**src/rtl/muladd_pkg.sv**
```systemverilog
// Shared widths, signed bound constants and operand extension for the multiply-add unit.
package muladd_pkg;

  localparam int MAX_W     = 64;
  localparam int A_W_DEF   = 8;
  localparam int B_W_DEF   = 8;
  localparam int C_W_DEF   = 7;
  localparam int ACC_W_DEF = 20;

  // Exact product of an (a_w+1)-bit and a (b_w+1)-bit signed operand.
  function automatic int prod_width(input int a_w, input int b_w);
    return a_w + b_w + 2;
  endfunction

  // Two guard bits above the accumulator so result + p + c never wraps.
  function automatic int sum_width(input int acc_w);
    return acc_w + 2;
  endfunction

  function automatic logic [MAX_W-1:0] max_bound(input int w);
    return (64'd1 << (w - 1)) - 64'd1;
  endfunction

  function automatic logic [MAX_W-1:0] min_bound(input int w);
    return ~max_bound(w);
  endfunction

  // Extend the low w bits of v to 64 bits, sign- or zero-filling the rest.
  function automatic logic [MAX_W-1:0] ext_op(input logic [MAX_W-1:0] v, input int w,
                                               input logic is_signed);
    logic [MAX_W-1:0] t;
    t = v << (MAX_W - w);
    if (is_signed) return $signed(t) >>> (MAX_W - w);
    return t >> (MAX_W - w);
  endfunction

endpackage

```
**src/rtl/muladd_sat.sv**
```systemverilog
// Range check of the wide sum against the accumulator width, with clamp or wrap.
module muladd_sat
  import muladd_pkg::*;
#(
  parameter int IN_W     = 22,
  parameter int OUT_W    = 20,
  parameter bit SATURATE = 1'b0
) (
  input  logic [IN_W-1:0]  s,
  output logic [OUT_W-1:0] res,
  output logic             of
);

  localparam logic [OUT_W-1:0] MAX_V = OUT_W'(max_bound(OUT_W));
  localparam logic [OUT_W-1:0] MIN_V = OUT_W'(min_bound(OUT_W));

  logic [IN_W-OUT_W:0] top_bits;

  always_comb begin
    // NOTE: every combinational output gets a default first, so no path can infer a latch.
    top_bits = s[IN_W-1:OUT_W-1];
    // In range only when the discarded bits all replicate the new sign bit.
    of       = !((&top_bits) || !(|top_bits));
    res      = s[OUT_W-1:0];
    if (SATURATE && of) res = s[IN_W-1] ? MIN_V : MAX_V;
  end

endmodule

```
**src/rtl/muladd_seq_param.sv**
```systemverilog
// Two-stage multiply-add / multiply-accumulate with clock enable, sync clear and sticky overflow.
module muladd_seq_param
  import muladd_pkg::*;
#(
  parameter int A_W      = A_W_DEF,
  parameter int B_W      = B_W_DEF,
  parameter int C_W      = C_W_DEF,
  parameter int ACC_W    = ACC_W_DEF,
  parameter bit SATURATE = 1'b0
) (
  input  logic             CLK,
  input  logic             resetn,
  input  logic             en,
  input  logic             clr,
  input  logic             in_valid,
  input  logic [A_W-1:0]   a,
  input  logic [B_W-1:0]   b,
  input  logic [C_W-1:0]   c,
  input  logic             a_signed,
  input  logic             b_signed,
  input  logic             acc_mode,
  output logic             out_valid,
  output logic [ACC_W-1:0] result,
  output logic             ovf
);

  localparam int PROD_W = prod_width(A_W, B_W);
  localparam int SUM_W  = sum_width(ACC_W);

  logic [A_W-1:0] a_q, a_d;
  logic [B_W-1:0] b_q, b_d;
  logic [C_W-1:0] c_q, c_d;
  logic           a_sgn_q, a_sgn_d, b_sgn_q, b_sgn_d;
  logic           acc_mode_q, acc_mode_d, v1_q, v1_d;

  logic             out_valid_q, out_valid_d, ovf_q, ovf_d;
  logic [ACC_W-1:0] result_q, result_d, sat_res;
  logic             sat_of;

  logic signed [PROD_W-1:0] a_p, b_p, prod;
  logic [SUM_W-1:0]         acc_ext, sum;

  // Stage 1: operand capture; clear only kills the valid, so new operands are ignored.
  always_comb begin
    a_d        = a_q;
    b_d        = b_q;
    c_d        = c_q;
    a_sgn_d    = a_sgn_q;
    b_sgn_d    = b_sgn_q;
    acc_mode_d = acc_mode_q;
    v1_d       = v1_q;
    if (clr) begin
      v1_d = 1'b0;
    end else if (en) begin
      a_d        = a;
      b_d        = b;
      c_d        = c;
      a_sgn_d    = a_signed;
      b_sgn_d    = b_signed;
      acc_mode_d = acc_mode;
      v1_d       = in_valid;
    end
  end

  // Stage 2 datapath: accumulate reads result_q directly, so back-to-back chains need no bypass.
  always_comb begin
    a_p     = PROD_W'(ext_op(MAX_W'(a_q), A_W, a_sgn_q));
    b_p     = PROD_W'(ext_op(MAX_W'(b_q), B_W, b_sgn_q));
    prod    = a_p * b_p;
    acc_ext = acc_mode_q ? {{2{result_q[ACC_W-1]}}, result_q} : '0;
    sum     = {{(SUM_W-PROD_W){prod[PROD_W-1]}}, prod} + SUM_W'(c_q) + acc_ext;
  end

  muladd_sat #(
    .IN_W    (SUM_W),
    .OUT_W   (ACC_W),
    .SATURATE(SATURATE)
  ) u_sat (
    .s  (sum),
    .res(sat_res),
    .of (sat_of)
  );

  always_comb begin
    out_valid_d = out_valid_q;
    result_d    = result_q;
    ovf_d       = ovf_q;
    if (clr) begin
      out_valid_d = 1'b0;
      result_d    = '0;
      ovf_d       = 1'b0;
    end else if (en) begin
      out_valid_d = v1_q;
      if (v1_q) begin
        result_d = sat_res;
        ovf_d    = ovf_q | sat_of;
      end
    end
  end

  always_ff @(posedge CLK or negedge resetn) begin
    // NOTE: state updates use non-blocking assignments so every flop samples pre-edge values.
    if (!resetn) begin
      a_q         <= '0;
      b_q         <= '0;
      c_q         <= '0;
      a_sgn_q     <= 1'b0;
      b_sgn_q     <= 1'b0;
      acc_mode_q  <= 1'b0;
      v1_q        <= 1'b0;
      out_valid_q <= 1'b0;
      result_q    <= '0;
      ovf_q       <= 1'b0;
    end else begin
      a_q         <= a_d;
      b_q         <= b_d;
      c_q         <= c_d;
      a_sgn_q     <= a_sgn_d;
      b_sgn_q     <= b_sgn_d;
      acc_mode_q  <= acc_mode_d;
      v1_q        <= v1_d;
      out_valid_q <= out_valid_d;
      result_q    <= result_d;
      ovf_q       <= ovf_d;
    end
  end

  assign out_valid = out_valid_q;
  assign result    = result_q;
  assign ovf       = ovf_q;

endmodule
```
**config.mk**
```make
export PLATFORM = sky130hd
export DESIGN_NAME = muladd_seq_param
export DESIGN_NICKNAME = d
export VERILOG_FILES = /design/src/rtl/muladd_pkg.sv /design/src/rtl/muladd_sat.sv /design/src/rtl/muladd_seq_param.sv
export SDC_FILE = /design/constraint.sdc
export NUM_CORES = 1
export LEC_CHECK = 0
export CAP_MARGIN = 5
export CORE_MARGIN = 2
export CORE_UTILIZATION = 50
export CTS_CLUSTER_SIZE = 24
export DETAILED_ROUTE_END_ITERATION = 8
export GPL_TIMING_DRIVEN = 0
export PLACE_DENSITY = 0.72
export SLEW_MARGIN = 0
export SYNTH_ARGS = -nofsm -noshare
export SYNTH_HDL_FRONTEND = slang
export SYNTH_SLANG_ARGS = --single-unit
```
**constraint.sdc**
```tcl
create_clock -name CLK -period 7.4 [get_ports CLK]
set_input_delay 1.11 -clock CLK [delete_from_list [all_inputs] [get_ports CLK]]
set_output_delay 1.11 -clock CLK [all_outputs]
set_load 0.03 [all_outputs]
```
# Yosys cells after proc, flatten, opt, wreduce, memory -nomap -nowiden
# Cells that the tools add are included.
[word_totals]
reg_bits = 49
in_bits = 31
out_inout_bits = 22
elab_cells = 41
[classes]
addsub = 2
n_mul = 1
muxes = 17
bitwise = 2
n_reduce_logical = 9
[ops]
columns = ["cell", "n"]
rows = [
  ["18-bit 2-to-1 mux", 4],
  ["20-bit 2-to-1 mux", 3],
  ["22-bit adder", 1],
  ["22-bit 2-to-1 mux", 1],
  ["18-bit by 8-bit adder with 19-bit output", 1],
  ["18-bit by 18-bit multiplier with 18-bit output", 1],
  ["1-bit 2-to-1 mux", 9],
  ["2-bit AND reduction", 2],
  ["2-bit nonzero test", 2],
  ["3-bit AND reduction", 1],
  ["3-bit OR reduction", 1],
  ["1-bit zero test", 2],
  ["1-bit logical OR", 1],
  ["1-bit inverter", 1],
  ["1-bit bitwise OR", 1],
]

# Logic depth before layout (Yosys ltp)
# Gate-level depths: netlist of the first run.
[logic_depth]
ltp_word = 13
depth_mapped = 36
mapped_depth_nobuf = 34

# Cells and area by module
# From an unflattened synthesis of the first run, not the netlist that was laid out.
[unflattened]
cells_unflattened = 839
area_unflattened_um2 = 7923.8
[modules_own_cells]
columns = ["mod", "instances", "cells_per_inst", "area_per_inst_um2", "seq_area_each_um2"]
rows = [
  ["muladd_seq_param", 1, 816, 7753.7, 1226.2],
  ["muladd_sat", 1, 23, 170.2, 0.0],
]

# Worst setup path after synthesis of the first run
# No wires, ideal clock.
[synth_timing]
kind = "reg2reg"
from = "register a_sgn_q"
to = "register result_q[19], in the netlist result[19]"
setup_time_ns = 0.078
arrival_ns = 7.528
required_ns = 7.322
path_slack_ns = -0.206
path_stages_with_launch = 31
path_buffers = 2
period_less_slack_ns = 7.606
cell_sequence = "dfrtp_1 -> and2_1 -> clkbuf_1 -> nand2_1 -> fa_1 -> inv_1 -> fa_1 -> ha_1 -> fa_1 -> inv_1 -> fa_1 -> fa_1 -> inv_1 -> ha_1 -> buf_2 -> and3_2 -> a221oi_1 -> xor2_1 -> or4b_1 -> nor3b_1 -> nand3_1 -> xnor2_1 -> ha_1 -> a21o_1 -> a31oi_1 -> o21ai_0 -> nand3_1 -> nand2_1 -> xor2_1 -> nand2_1 -> a21oi_1"
[synth_between]
elab_chain_cells = 8
[synth_lines]
columns = ["element", "line_no", "source"]
rows = [
  ["from (decl)", "muladd_seq_param.sv:33", "logic a_sgn_q, a_sgn_d, b_sgn_q, b_sgn_d;"],
  ["from (signal assigned)", "muladd_seq_param.sv:118", "a_sgn_q <= a_sgn_d;"],
  ["1-bit 2-to-1 mux", "muladd_pkg.sv:33", "if (is_signed) return $signed(t) >>> (MAX_W - w);"],
  ["18-bit 2-to-1 mux", "muladd_pkg.sv:34", "return t >> (MAX_W - w);"],
  ["18-bit by 18-bit multiplier with 18-bit output", "muladd_seq_param.sv:69", "prod = a_p * b_p;"],
  ["18-bit by 8-bit adder with 19-bit output", "muladd_seq_param.sv:71", "sum = {{(SUM_W-PROD_W){prod[PROD_W-1]}}, prod} + SUM_W'(c_q) + acc_ext;"],
  ["22-bit adder", "muladd_seq_param.sv:71", ""],
  ["20-bit 2-to-1 mux", "muladd_seq_param.sv:94", "if (v1_q) begin"],
  ["20-bit 2-to-1 mux", "muladd_seq_param.sv:92", "end else if (en) begin"],
  ["20-bit 2-to-1 mux", "muladd_seq_param.sv:88", "if (clr) begin"],
  ["to (signal assigned)", "muladd_seq_param.sv:123", "result_q <= result_d;"],
  ["to (decl)", "muladd_seq_param.sv:37", "logic [ACC_W-1:0] result_q, result_d, sat_res;"],
]
# Every way passes these cells. The select of a mux whose other input is x is not followed.
# A chain may end at the register's enable or synchronous reset.

# Final worst setup path of the first run
[layout_timing]
from = "register b_sgn_q"
to = "register result_q[18], in the netlist result[18]"
[layout_between]
elab_chain_cells = 8
[layout_lines]
columns = ["element", "line_no", "source"]
rows = [
  ["from (decl)", "muladd_seq_param.sv:33", ""],
  ["from (signal assigned)", "muladd_seq_param.sv:119", "b_sgn_q <= b_sgn_d;"],
  ["1-bit 2-to-1 mux", "muladd_pkg.sv:33", ""],
  ["18-bit 2-to-1 mux", "muladd_pkg.sv:34", ""],
  ["18-bit by 18-bit multiplier with 18-bit output", "muladd_seq_param.sv:69", ""],
  ["18-bit by 8-bit adder with 19-bit output", "muladd_seq_param.sv:71", ""],
  ["22-bit adder", "muladd_seq_param.sv:71", ""],
  ["20-bit 2-to-1 mux", "muladd_seq_param.sv:94", ""],
  ["20-bit 2-to-1 mux", "muladd_seq_param.sv:92", ""],
  ["20-bit 2-to-1 mux", "muladd_seq_param.sv:88", ""],
]
# Every way passes these cells. The select of a mux whose other input is x is not followed.

==> flow_metrics.env, run 1 <==
export IMPL_worst_setup_path_start_kind="register"
export IMPL_setup_viol=0
export IMPL_grt_pass1_vias=6052
export IMPL_rr_startpoint="b_sgn_q$_DFFE_PN0P_"
export IMPL_top_layer_used="met4"
export IMPL_async_reset_ff_frac=1.00
export IMPL_wl_met2_um=8400
export IMPL_dieArea_um2=16800
export IMPL_yosysSeqAreaShare=0.156
export IMPL_arrival_ns=7.54
export IMPL_m1WireLength_um=7790
export IMPL_initial_core_util=0.515
export IMPL_hold_viol=0
export IMPL_chipWidth_um=130
export IMPL_ctsRootBufferMaster="clkbuf_16"
export IMPL_drive_gt1_frac=0.146
export IMPL_worst_setup_path_end_kind="register"
export IMPL_r2r_cells=27
export IMPL_dp_hpwl_um=13500
export IMPL_port_buffers=51
export IMPL_cts_tree="yes"
export IMPL_cp_startpoint="b_sgn_q$_DFFE_PN0P_"
export IMPL_diodes=0
export IMPL_dr_pass1_iters=5
export IMPL_final_period_utilization=0.987
export IMPL_place_worst_setup_slack_ns=-0.695
export IMPL_slew_headroom=0.523
export IMPL_post_dp_cell_area_um2=8680
export IMPL_fmax_ghz=0.137
export IMPL_fin_crit_ns=7.31
export IMPL_wl_um=17000
export IMPL_numCtsBuffers=5
export IMPL_synth_seq_cells=49
export IMPL_clockBufferDepth=2
export IMPL_met3_length_um=531
export IMPL_muxShareOfSynthArea=0.0370
export IMPL_maxCapViolCount=0
export IMPL_n_fill_cell=1344
export IMPL_antenna_found_initial=0
export IMPL_grt_total_usage=0.213
export IMPL_min_path_type="reg -> reg"
export IMPL_overflow=0
export IMPL_ys_types=65
export IMPL_place_congestion=0.877
export IMPL_maxSlewViolCount=0
export IMPL_yosysWarnings=0
export IMPL_avgSynthCellArea_um2=9.11
export IMPL_synth_top_family_by_area="adder cells"
export IMPL_routedWlPerCell_um=14.7
export IMPL_synth_nets=1082
export IMPL_drt_vias_per_instance=5.19
export IMPL_area_delta_synth_final_pct=18.7
export IMPL_synth_simple_area_share=0.158
export IMPL_route_detailed_drc=0
export IMPL_rsz0062_at_grt="true"
export IMPL_final_util=0.611
export IMPL_worst_pin_slew_ns=0.715
export IMPL_clock_sinks=49
export IMPL_syn_instance_count=865
export IMPL_fp_row_count=45
export IMPL_htree_levels=2
export IMPL_endpoint="result[18]$_DFFE_PN0P_"
export IMPL_synth_fa_ha_area_frac=0.380
export IMPL_finalWorstSetupSlack_ns=0.0942
export IMPL_clkTransAtPathRegs_ns=0.07
export IMPL_skew_ns=0.00803
export IMPL_postCtsHoldBufs=0
export IMPL_finalNetCount=1158
export IMPL_grt_pass1_wl_um=28700
export IMPL_crit_required_ns=7.64
export IMPL_dr_first_iter_drc_count=240
export IMPL_critPathMaxFanout=10
export IMPL_grt_max_degree=27
export IMPL_via_count=5981
export IMPL_status="completed"
export IMPL_clkLatencyLatePin_ns=0.31
export IMPL_syn_area_um2=7880
export IMPL_fin_area_um2=9360
export IMPL_r2r_slack_ns=0.09
export IMPL_synth_edf_count=0
export IMPL_core_area_um2=15300
export IMPL_die_h_um=130
export IMPL_synth_compound_area_share=0.112
export IMPL_synth_xor_area_frac=0.0719
export IMPL_reg2reg_to="result[18]$_DFFE_PN0P_"
export IMPL_worstSetupPathType="reg -> reg"
export IMPL_synth_top_flop_cell="dfrtp_1"
export IMPL_io_pins=53
export IMPL_antenna_left=0
-- per-stage QoR --
step | hold WS (ns) | std cells | setup TNS, ns
after floorplan | 0.487 | 865 | 0
after global placement | 0.502 | 1127 | -3.11
after detailed placement | 0.506 | 1128 | -3.23
after CTS | 0.525 | 1148 | 0
after global routing | 0.545 | 1153 | -0.642
final | 0.520 | 1153 | 0
-- how the worst min path moves through the flow --
stage	cells past startpoint	slack, ns	from	end
finish	1	0.52	c_q[5]$_DFFE_PN0P_	c_q[5]$_DFFE_PN0P_
global route	1	0.54	c_q[5]$_DFFE_PN0P_	c_q[5]$_DFFE_PN0P_
CTS	1	0.52	c_q[0]$_DFFE_PN0P_	c_q[0]$_DFFE_PN0P_
detailed placement	1	0.51	c_q[5]$_DFFE_PN0P_	c_q[5]$_DFFE_PN0P_
global placement	1	0.50	c_q[0]$_DFFE_PN0P_	c_q[0]$_DFFE_PN0P_
floorplan	1	0.49	c_q[0]$_DFFE_PN0P_	c_q[0]$_DFFE_PN0P_
-- cell type report --
| cell class | instances | area [um2] | share of cell area |
|---|---|---|---|
| clock inverters | 2 | 17.5 | 0.00187 |
| inverters | 151 | 569 | 0.0608 |
| multi-input cells | 637 | 6320 | 0.675 |
| plain buffers | 21 | 110 | 0.0118 |
| well taps | 211 | 264 | 0.0282 |
| clock buffers | 6 | 139 | 0.0148 |
| flip-flops and latches | 49 | 1230 | 0.131 |
| repair buffers | 76 | 709 | 0.0758 |
-- sequential cells by signal, indices dropped and copies added, names as in the netlist --
signal / count
result: 20
a_q: 8
b_q: 8
c_q: 7
a_sgn_q: 1
acc_mode_q: 1
b_sgn_q: 1
out_valid: 1
ovf: 1
v1_q: 1
-- Yosys cell counts (all sizes together) (4+ instances only) --
cell type  instances  share of area
a211oi             8         0.0076
a21o              13          0.012
a21oi             47          0.031
a31oi              5         0.0040
and2              80          0.063
and3              13          0.012
buf                6         0.0033
clkbuf            22          0.010
dfrtp             49           0.16
fa                89           0.23
ha                97           0.15
inv              151          0.072
mux2              25          0.036
nand2             63          0.030
nand2b             7         0.0056
nand3              5         0.0032
nor2              34          0.016
nor2b              6         0.0048
nor3               7         0.0044
nor3b              4         0.0038
o211ai             5         0.0048
o21a               8         0.0076
o21ai             17          0.011
xnor2             45          0.050
xor2              12          0.013
-- logic make-up after synthesis --
kind of cell               count (synthesis)
AOI/OAI and AO/OA                        131
xor gates and xnor gates                  60
adders and majority gates                186
buffers and inverters                    179
DFF                                       49
muxes                                     26
and+or+nand+nor                          234
-- per-layer routing --
layer / global-route usage / vias to the layer above
li1: - / 2964
met5: 0 / -
met3: 0.0256 / 18
met4: 0.0481 / 0
met1: 0.295 / 2893
met2: 0.360 / 106
-- worst max-delay path: stages, from the launching register on --
cell	delay (ns)
dfrtp_1	0.40
buf_4	0.18
and2_1	0.17
nand2_2	0.13
fa_1	0.48
fa_1	0.57
fa_1	0.44
fa_1	0.50
inv_1	0.06
fa_1	0.54
inv_1	0.06
fa_1	0.52
inv_1	0.04
ha_1	0.36
a21o_1	0.25
a21o_1	0.24
a311oi_1	0.57
nor2_4	0.09
nand3_2	0.12
xnor2_2	0.15
ha_4	0.25
a21o_4	0.24
nor2_4	0.08
o2111ai_2	0.15
a31oi_2	0.26
xnor2_1	0.15
nand2_1	0.09
a21oi_2	0.16
-- repair_timing --
action / CTS / global route
pin swaps: 26 / 34
endpoints found under the setup margin: 8 / 8
endpoints found under the hold margin: 0 / 0
setup buffers: 14 / 10
gates resized for setup: 44 / 56
-- layout by cell type, fill, tap and decap left out, drive strengths merged, types with 12 or more instances in the layout --
cell type	netlist	layout
a21o	13	13
a21oi	47	47
and2	80	80
and3	13	13
buf	6	35
clkbuf	22	18
clkdlybuf4s50	0	50
dfrtp	49	49
fa	89	89
ha	97	97
inv	151	152
mux2	25	25
nand2	63	63
nor2	34	34
o21ai	17	17
xnor2	45	45
xor2	12	12
Power of run 1 is left out: the tool's default activity adds up to more than one toggle a clock period on the data nets, which glitch-free logic cannot reach.
==> run 2, diff against run 1 <==
- PLACE_DENSITY: 0.72 -> 0.69
- clock period: 7.4 -> 7.6 ns (I/O delays scaled with it)
==> run 2 against run 1 <==
Effect of this change:
- register-to-register slack improved by 0.08 ns
- non-clock buffer count decreased by 4
- sequential cell count unchanged
- first-iteration DRC count increased by 13%
- utilization decreased by 0.28 points
- setup slack improved by 0.081 ns
- critical endpoint is now ovf$_DFFE_PN0P_
==> flow_metrics.env, run 2 (synthesis results as in run 1) <==
export IMPL_grt_total_usage=0.214
export IMPL_finalWorstSetupSlack_ns=0.175
export IMPL_clkLatencyLatePin_ns=0.30
export IMPL_layoutNonFillerInstCount=1149
export IMPL_worstSetupPathType="reg -> reg"
export IMPL_grt_pass1_wl_um=29000
export IMPL_maxCapViolCount=0
export IMPL_status="completed"
export IMPL_htree_levels=2
export IMPL_final_period_utilization=0.977
export IMPL_grt_pass1_vias=6113
export IMPL_r2r_slack_ns=0.17
export IMPL_port_buffers=51
export IMPL_wl_um=17300
export IMPL_largest_reg_flops=20
export IMPL_fin_area_um2=9310
export IMPL_cp_top_family="adder cells"
export IMPL_ctsRootBufferMaster="clkbuf_16"
export IMPL_worst_setup_path_start_kind="register"
export IMPL_dp_cells=1128
export IMPL_crit_buf_inv=4
export IMPL_route_detailed_drc=0
export IMPL_fp_row_count=45
export IMPL_dr_pass1_iters=5
export IMPL_cts_tree="yes"
export IMPL_initial_core_util=0.515
export IMPL_arrival_ns=7.62
export IMPL_worst_setup_path_end_kind="register"
export IMPL_area_delta_synth_final_pct=18.2
export IMPL_via_count=6001
export IMPL_drt_vias_per_instance=5.22
export IMPL_final_common_cell="inv_1"
export IMPL_numCtsBuffers=5
export IMPL_clockBufferDepth=2
export IMPL_dieArea_um2=16800
export IMPL_slew_headroom=0.523
export IMPL_critPathMaxFanout=6
export IMPL_min_path_type="reg -> reg"
export IMPL_clkTransAtPathRegs_ns=0.07
export IMPL_skew_ns=0.00664
export IMPL_worst_pin_slew_ns=0.716
export IMPL_fmax_ghz=0.135
export IMPL_whs_path_depth=1
export IMPL_crit_required_ns=7.79
export IMPL_final_cell_mix="inv_1 (149), ha_1 (90), fa_1 (86)"
export IMPL_diodes=0
export IMPL_setup_viol=0
export IMPL_maxSlewViolCount=0
export IMPL_finalNetCount=1154
export IMPL_antenna_found_initial=0
export IMPL_r2r_cells=26
export IMPL_cpPeakStageDelay_ns=0.56
export IMPL_final_util=0.608
export IMPL_routedWlPerCell_um=15.1
export IMPL_postCtsHoldBufs=0
export IMPL_core_area_um2=15300
export IMPL_place_worst_setup_slack_ns=-0.700
export IMPL_chipWidth_um=130
export IMPL_crit_top_cell="fa_1"
export IMPL_die_h_um=130
export IMPL_slowest_stage="fa_1"
export IMPL_post_dp_cell_area_um2=8680
export IMPL_overflow=0
export IMPL_place_congestion=0.870
export IMPL_io_pins=53
export IMPL_clock_sinks=49
export IMPL_dr_first_iter_drc_count=271
export IMPL_worstSetupPathDepth=26
export IMPL_grt_max_degree=39
export IMPL_hold_viol=0
export IMPL_drive_gt1_frac=0.143
export IMPL_fin_crit_ns=7.43
export IMPL_antenna_left=0
export IMPL_dp_hpwl_um=13800
==> run 2: repair_timing <==
| item | 4_1_cts | 5_1_grt |
|---|---|---|
| buffers inserted | 5 | 14 |
| pin swaps | 6 | 32 |
| endpoints found under the setup margin | 8 | 9 |
| resized for setup | 18 | 79 |
| gates cloned | 0 | 0 |
==> run 2: worst paths after layout <==
| path | from | endpoint |
|---|---|---|
| max in group asynchronous | resetn | b_q[0]$_DFFE_PN0P_ |
| hold / removal | c_q[0]$_DFFE_PN0P_ | c_q[0]$_DFFE_PN0P_ |
| setup / recovery | a_q[7]$_DFFE_PN0P_ | ovf$_DFFE_PN0P_ |
| min in group asynchronous | resetn | result[12]$_DFFE_PN0P_ |
| setup reg to reg | a_q[7]$_DFFE_PN0P_ | ovf$_DFFE_PN0P_ |
| hold reg to reg | c_q[0]$_DFFE_PN0P_ | c_q[0]$_DFFE_PN0P_ |
==> run 2: per-layer routing <==
| metal | vias to the layer above | global-route usage | wire length, um | share of wire |
|---|---|---|---|---|
| met2 | 109 | 0.359 | 8370 | 0.48 |
| met1 | 2906 | 0.297 | 8030 | 0.46 |
| met5 | - | 0 | 0 | 0 |
| met4 | 0 | 0.0500 | 312 | 0.018 |
| met3 | 29 | 0.0273 | 596 | 0.034 |
| li1 | 2957 | - | - | - |
==> run 2: area by class of cell <==
cell class | count | area [um2]
Buffer | 22 | 119
Clock buffer | 5 | 125
Clock inverter | 3 | 68.8
Fill cell | 1364 | 6000
Inverter | 151 | 567
Multi-Input combinational cell | 637 | 6250
Sequential cell | 49 | 1230
Tap cell | 211 | 264
Timing Repair Buffer | 71 | 684
==> run 2: worst register-to-register path, stage by stage, from the launching register on <==
cell	delay, ns
dfrtp_1	0.38
and2_4	0.21
buf_4	0.13
nand2_1	0.13
fa_1	0.56
fa_1	0.53
fa_1	0.55
inv_1	0.05
ha_1	0.32
fa_1	0.55
inv_1	0.06
fa_1	0.53
inv_1	0.04
ha_2	0.32
or3_4	0.43
nand2_4	0.08
or4b_4	0.50
nor3b_4	0.25
a21oi_1	0.13
ha_2	0.41
and3_4	0.22
nand4_1	0.14
o21ai_2	0.20
nand3_1	0.14
nand2_2	0.12
a31oi_1	0.08
o32ai_1	0.27
==> run 2: through the flow <==
step           hold WS (ns)  setup TNS, ns
6_report              0.521              0
5_1_grt               0.534         -0.337
3_5_place_dp          0.508          -3.16
2_1_floorplan         0.487              0
3_3_place_gp          0.502          -2.92
4_1_cts               0.525              0
Power of run 2 is left out for the same reason.
==> RTL change 1 (flow settings as in run 2) <==
`SATURATE` is set to 1'b0 in 2 places; all go to 1'b1.
--- a/src/rtl/muladd_sat.sv
+++ b/src/rtl/muladd_sat.sv
@@ -4,7 +4,7 @@
 #(
   parameter int IN_W     = 22,
   parameter int OUT_W    = 20,
-  parameter bit SATURATE = 1'b0
+  parameter bit SATURATE = 1'b1
 ) (
   input  logic [IN_W-1:0]  s,
   output logic [OUT_W-1:0] res,
--- a/src/rtl/muladd_seq_param.sv
+++ b/src/rtl/muladd_seq_param.sv
@@ -6,7 +6,7 @@
   parameter int B_W      = B_W_DEF,
   parameter int C_W      = C_W_DEF,
   parameter int ACC_W    = ACC_W_DEF,
-  parameter bit SATURATE = 1'b0
+  parameter bit SATURATE = 1'b1
 ) (
   input  logic             CLK,
   input  logic             resetn,
Check against the original RTL: not settled (the Yosys comparison gave no result); the edit may change what the design does.
==> RTL change 1 against run 2 <==
The run now ends with setup timing left; non-clock buffer count up 52; synthesized area shrank 0.84%; setup slack got worse by 0.28 ns; sequential cell count did not move; routed wire length up 10%; worst hold slack better by 0.0025 ns; die area shrank 0.82%; design area grew 9.5%; global-route usage grew 2.3 points; highest routed layer unchanged.
Power is not shown: default switching activity piles up to over one toggle a cycle in this logic, so the estimate is an artifact.
==> RTL change 1: results (changes against run 2) <==
stage	metric	value	unit	change
setup_path	slowest_delay	0.69	ns	+0.13 ns
timing	slew_headroom	0.573		+0.0501
global_routing	grt_usage	0.237		+0.0228
global_routing	grt_pass1_vias	6265		+2.5%
logic_synthesis	muxShareOfSynthArea	0.0411		+0.00416
timing	setup_viol	19		+19
routing	via_per_inst	5.28		+1.0%
finish	fillers	1201		-12%
finish	nMultiInputCombCells	606		-4.9%
global_routing	grt_max_degree	31		-21%
placed_design	preCtsSetupSlack	-1.14	ns	-0.444 ns
logic_synthesis	synth_seq_area_share	0.157		+0.00132
finish	n_all_buffers	145		+56%
timing	finalWorstSetupSlack	-0.110	ns	-0.285 ns
logic_synthesis	synthAdderAreaFrac	0.382		+0.00162
routing	dr.first_iter.drc_count	350		+29%
routing	firstDrtPassIters	6		+1
placed_design	place.gp.congestion	0.861		-1.1%
logic_synthesis	synth-xor-area-share	0.0722		+0.000290
placed_design	dp_cells	1091		-3.3%
global_routing	grt_pass1_wl	31.3	mm	+8.1%
outcome	status	complete, but fails checks		
logic_synthesis	synth_area_leaders	fa_1, dfrtp_1, ha_1		
finish	clk_share	0.0169		-0.00389
timing	clock_skew	0.00565	ns	-0.000986 ns
finish	seq_cells	49		unchanged
finish	multi_input_area_share	0.648		-0.0234
finish	multi_input_area	6610	µm²	+5.6%
logic_synthesis	syn-instance-count	827		-4.4%
placed_design	dp_hpwl	14.2	mm	+2.6%
logic_synthesis	synth.distinct_cells	59		-9.2%
finish	final_cells	1168		+1.7%
logic_synthesis	syn-num-nets	1043		-3.6%
logic_synthesis	synthTopCellsByCount	inv_1, ha_1, fa_1, and2_1		
placed_design	postPlaceCellArea	8690	µm²	+0.13%
setup_path	arrival	7.95	ns	+0.33 ns
finish	largest_reg_flops	20		unchanged
timing	finalSetupTns	-1.64	ns	-1.64 ns
setup_path	reg2reg_depth	31		+19%
outcome	violations	setup timing		
finish	nNonClkInverters	149		-1.3%
finish	nonClkBufAreaFrac	0.133		+0.0467
placed_design	io_buffers	52		+2.0%
setup_path	cp_max_fo	5		-1
setup_path	slowest_stage	fa_2		
logic_synthesis	synth-compound-area-share	0.121		+0.00863
finish	layout.area.seq	1240	µm²	+0.20%
finish	layout-drive-gt1-share	0.247		+0.104
routing	routed_wl	19.0	mm	+10%
==> RTL change 1: changes by cell type after synthesis, sizes merged, moves of 3 or more <==
cell           run 2  this run
nor2              34        29
a21oi             47        29
mux2i              1         4
o21a               8        12
xnor2             45        50
o21bai             2         5
a211o              1         4
a211oi             8         4
and2              80        84
clkbuf            22        19
nand2             63        41
nor3b              4         0
a221o              2        18
a21o              13        10
==> RTL change 1: worst paths after layout <==
kind / slack (ns) / from / to
setup reg to reg: -0.11 / a_q[7] / result[8]
hold / removal: 0.52 / ovf / ovf
hold reg to reg: 0.52 / ovf / ovf
min in group asynchronous: 0.80 / resetn / result[7]
setup / recovery: -0.11 / a_q[7] / result[8]
max in group asynchronous: 6.24 / resetn / b_q[2]
==> RTL change 1: cells by family (layout without fill, tap and decap cells) <==
logic type,count (synthesis),in the layout
AO/OA/AOI/OAI,130,130
XOR/XNOR,62,62
adder cells (fa/ha/maj),185,185
buffers and inverters,172,302
flip-flops,49,49
multiplexers,29,29
AND/OR/NAND/NOR,200,200
==> RTL change 1: critical path, delay by kind of cell (launching register included) <==
family                   cells  cell delay, ns
AND/OR/NAND/NOR              9            1.48
XOR/XNOR                     2            0.71
buffers and inverters        8            0.82
AO/OA/AOI/OAI                4            0.85
adder cells (fa/ha/maj)      8            3.40
flip-flops                   1            0.37
==> RTL change 1: metal layers <==
metal,global-route usage,up-vias,share of wire
li1,-,2982,-
met1,0.356,3011,0.49
met2,0.369,148,0.46
met3,0.0293,22,0.034
met4,0.0531,0,0.018
met5,0,-,0
==> RTL change 1: timing repair <==
action / 4_1_cts / 5_1_grt
pin swaps: 78 / 80
endpoints found under the setup margin: 21 / 21
setup buffers: 46 / 26
endpoints found under the hold margin: 0 / 0
cloned: 1 / 2
gates resized for setup: 98 / 68
==> RTL change 2 (settings of run 2) <==
Without the edit above. Take the reset off `a_q`, `b_q`, `c_q` and `result_q` and load them in a clocked block of their own.
--- a/src/rtl/muladd_seq_param.sv
+++ b/src/rtl/muladd_seq_param.sv
@@ -101,28 +101,27 @@
   always_ff @(posedge CLK or negedge resetn) begin
     // NOTE: state updates use non-blocking assignments so every flop samples pre-edge values.
     if (!resetn) begin
-      a_q         <= '0;
-      b_q         <= '0;
-      c_q         <= '0;
       a_sgn_q     <= 1'b0;
       b_sgn_q     <= 1'b0;
       acc_mode_q  <= 1'b0;
       v1_q        <= 1'b0;
       out_valid_q <= 1'b0;
-      result_q    <= '0;
       ovf_q       <= 1'b0;
     end else begin
-      a_q         <= a_d;
-      b_q         <= b_d;
-      c_q         <= c_d;
       a_sgn_q     <= a_sgn_d;
       b_sgn_q     <= b_sgn_d;
       acc_mode_q  <= acc_mode_d;
       v1_q        <= v1_d;
       out_valid_q <= out_valid_d;
-      result_q    <= result_d;
       ovf_q       <= ovf_d;
     end
+  end
+
+  always_ff @(posedge CLK) begin
+    a_q      <= a_d;
+    b_q      <= b_d;
+    c_q      <= c_d;
+    result_q <= result_d;
   end
 
   assign out_valid = out_valid_q;
Check against the original RTL: not equivalent (Yosys sat finds a counterexample within 4 cycles, from zero or initial values and one cycle with resetn low; the reset may be asserted at any time).
==> RTL change 2 against run 2 <==
First-iteration DRC count down 13%; design area down 3.7%; synthesized area down 6.0%; worst hold slack worse by 0.053 ns; maximum frequency down 1.4%; critical path depth up 5; cell count down 6.5%; setup slack worse by 0.10 ns; sequential cell count unchanged; routed wire length down 4.6%; die area down 5.8%; largest cell class unchanged.
Power is not shown: default switching activity piles up to over one toggle a cycle in this logic, so the estimate is an artifact.
==> RTL change 2: results (changes against run 2) <==
stage	metric	value	unit	change
cts	postCtsHoldBufs	0		unchanged
setup_path	slowest_stage	fa_1		
routing	dr.first_iter.drc_count	236		-13%
global_routing	grt_max_degree	27		-31%
cts	cts_buffers	5		unchanged
logic_synthesis	async_flop_share	0.122		-0.878
setup_path	slowest_delay	0.54	ns	-0.02 ns
setup_path	cp_max_fo	6		unchanged
cts	clk_pin_slew_worst_paths	0.08	ns	
cts	insertion_delay	0.30	ns	about the same
global_routing	grtUsageMet1	0.298		+0.000621
placed_design	io_buffers	51		unchanged
routing	wl_met3	751	µm	+26%
logic_synthesis	synth_area_leaders	fa_1, ha_1, edfxtp_1		
logic_synthesis	synth_edf_count	23		+23
cts	cts_root_buf	clkbuf_16		
setup_path	arrival	7.77	ns	+0.15 ns
routing	firstDrtPassIters	5		unchanged
setup_path	crit_family	adder cells		
routing	via_per_inst	5.14		-1.5%
finish	antenna_cells	0		unchanged
cts	cts_tree	yes		
finish	final_cells	1074		-6.5%
routing	routedWlPerCell	15.4	µm	+2.1%
global_routing	use_met2	0.334		-0.0252
routing	dr.max_layer_used	met4		
placed_design	preCtsSetupSlack	-0.637	ns	+0.0625 ns
logic_synthesis	synth_warnings	0		unchanged
routing	met2_length	7.68	mm	-8.2%
routing	wl_met1	7.58	mm	-5.6%
outcome	status	completed		
logic_synthesis	synthTopCellsByCount	inv_1, ha_1, fa_1, and2_1, nand2_1		
global_routing	antenna_found_initial	0		unchanged
finish	largest_reg_flops	20		unchanged
placed_design	dp_hpwl	12.7	mm	-8.0%
cts	clock_tree.buffer_depth	2		unchanged
logic_synthesis	syn_avg_cell_area	9.36	µm²	+2.7%
logic_synthesis	synth_seq_area_share	0.168		+0.0120
min_path	min_path_type	flip-flop to flip-flop		
global_routing	met3_usage	0.0357		+0.00843
placed_design	dp_cells	1027		-9.0%
cts	htree_levels	2		unchanged
logic_synthesis	synth_ff_type	edfxtp_1		
placed_design	postPlaceCellArea	8160	µm²	-6.0%
global_routing	grt_usage	0.209		-0.00453
placed_design	place.gp.congestion	0.852		-2.1%
timing	clock_skew	0.00657	ns	-0.0000686 ns
global_routing	grt_pass1_wl	26.9	mm	-7.1%
timing	slew_headroom	0.443		-0.0793
logic_synthesis	synth.distinct_cells	58		-11%
finish	layout-drive-gt1-share	0.147		+0.00433
RTL change 2: cell count changes after synthesis, sizes merged, moves of 4 or more:
cell | before | now
dfrtp | 49 | 6
edfxtp | 0 | 23
mux2 | 25 | 3
dfxtp | 0 | 20
nor2 | 34 | 22
o21ai | 17 | 9
o21bai | 2 | 8
a211oi | 8 | 3
clkbuf | 22 | 17
xnor2 | 45 | 50
xor2 | 12 | 17
buf | 6 | 2
RTL change 2: path summary, 6_finish.rpt:
check	end	cells after the start	slack, ns	start
worst max-delay path	result[18]	31	0.07	a_q[7]
worst min-delay path	result[6]	2	0.47	result[6]
worst max register to register	result[18]	31	0.07	a_q[7]
worst min register to register	result[6]	2	0.47	result[6]
max in group asynchronous	a_sgn_q	1	6.21	resetn
min in group asynchronous	acc_mode_q	1	1.11	resetn
RTL change 2: cells by family (layout without fill, tap and decap cells):
family | count (synthesis) | count (layout) | share of synthesized area
flip-flops | 49 | 49 | 0.168
buffers and inverters | 167 | 265 | 0.0870
AND/OR/NAND/NOR | 209 | 209 | 0.151
XOR/XNOR | 68 | 68 | 0.0838
AO/OA/AOI/OAI | 107 | 107 | 0.0983
adder cells (fa/ha/maj) | 186 | 186 | 0.404
multiplexers | 6 | 6 | 0.00861
RTL change 2: area by class of cell:
cell class / instances / area, µm²
Clock inverter: 3 / 47.5
Buffer: 16 / 106
Clock buffer: 5 / 125
Timing Repair Buffer: 93 / 831
Fill cell: 1196 / 5510
Sequential cell: 49 / 1240
Tap cell: 184 / 230
Multi-Input combinational cell: 576 / 5830
Inverter: 148 / 556
RTL change 2: repair_timing:
item,4_1_cts,5_1_grt
resized for setup,26,57
pin swaps,10,50
endpoints found under the setup margin,5,5
buffers inserted,10,31
gates cloned,0,1
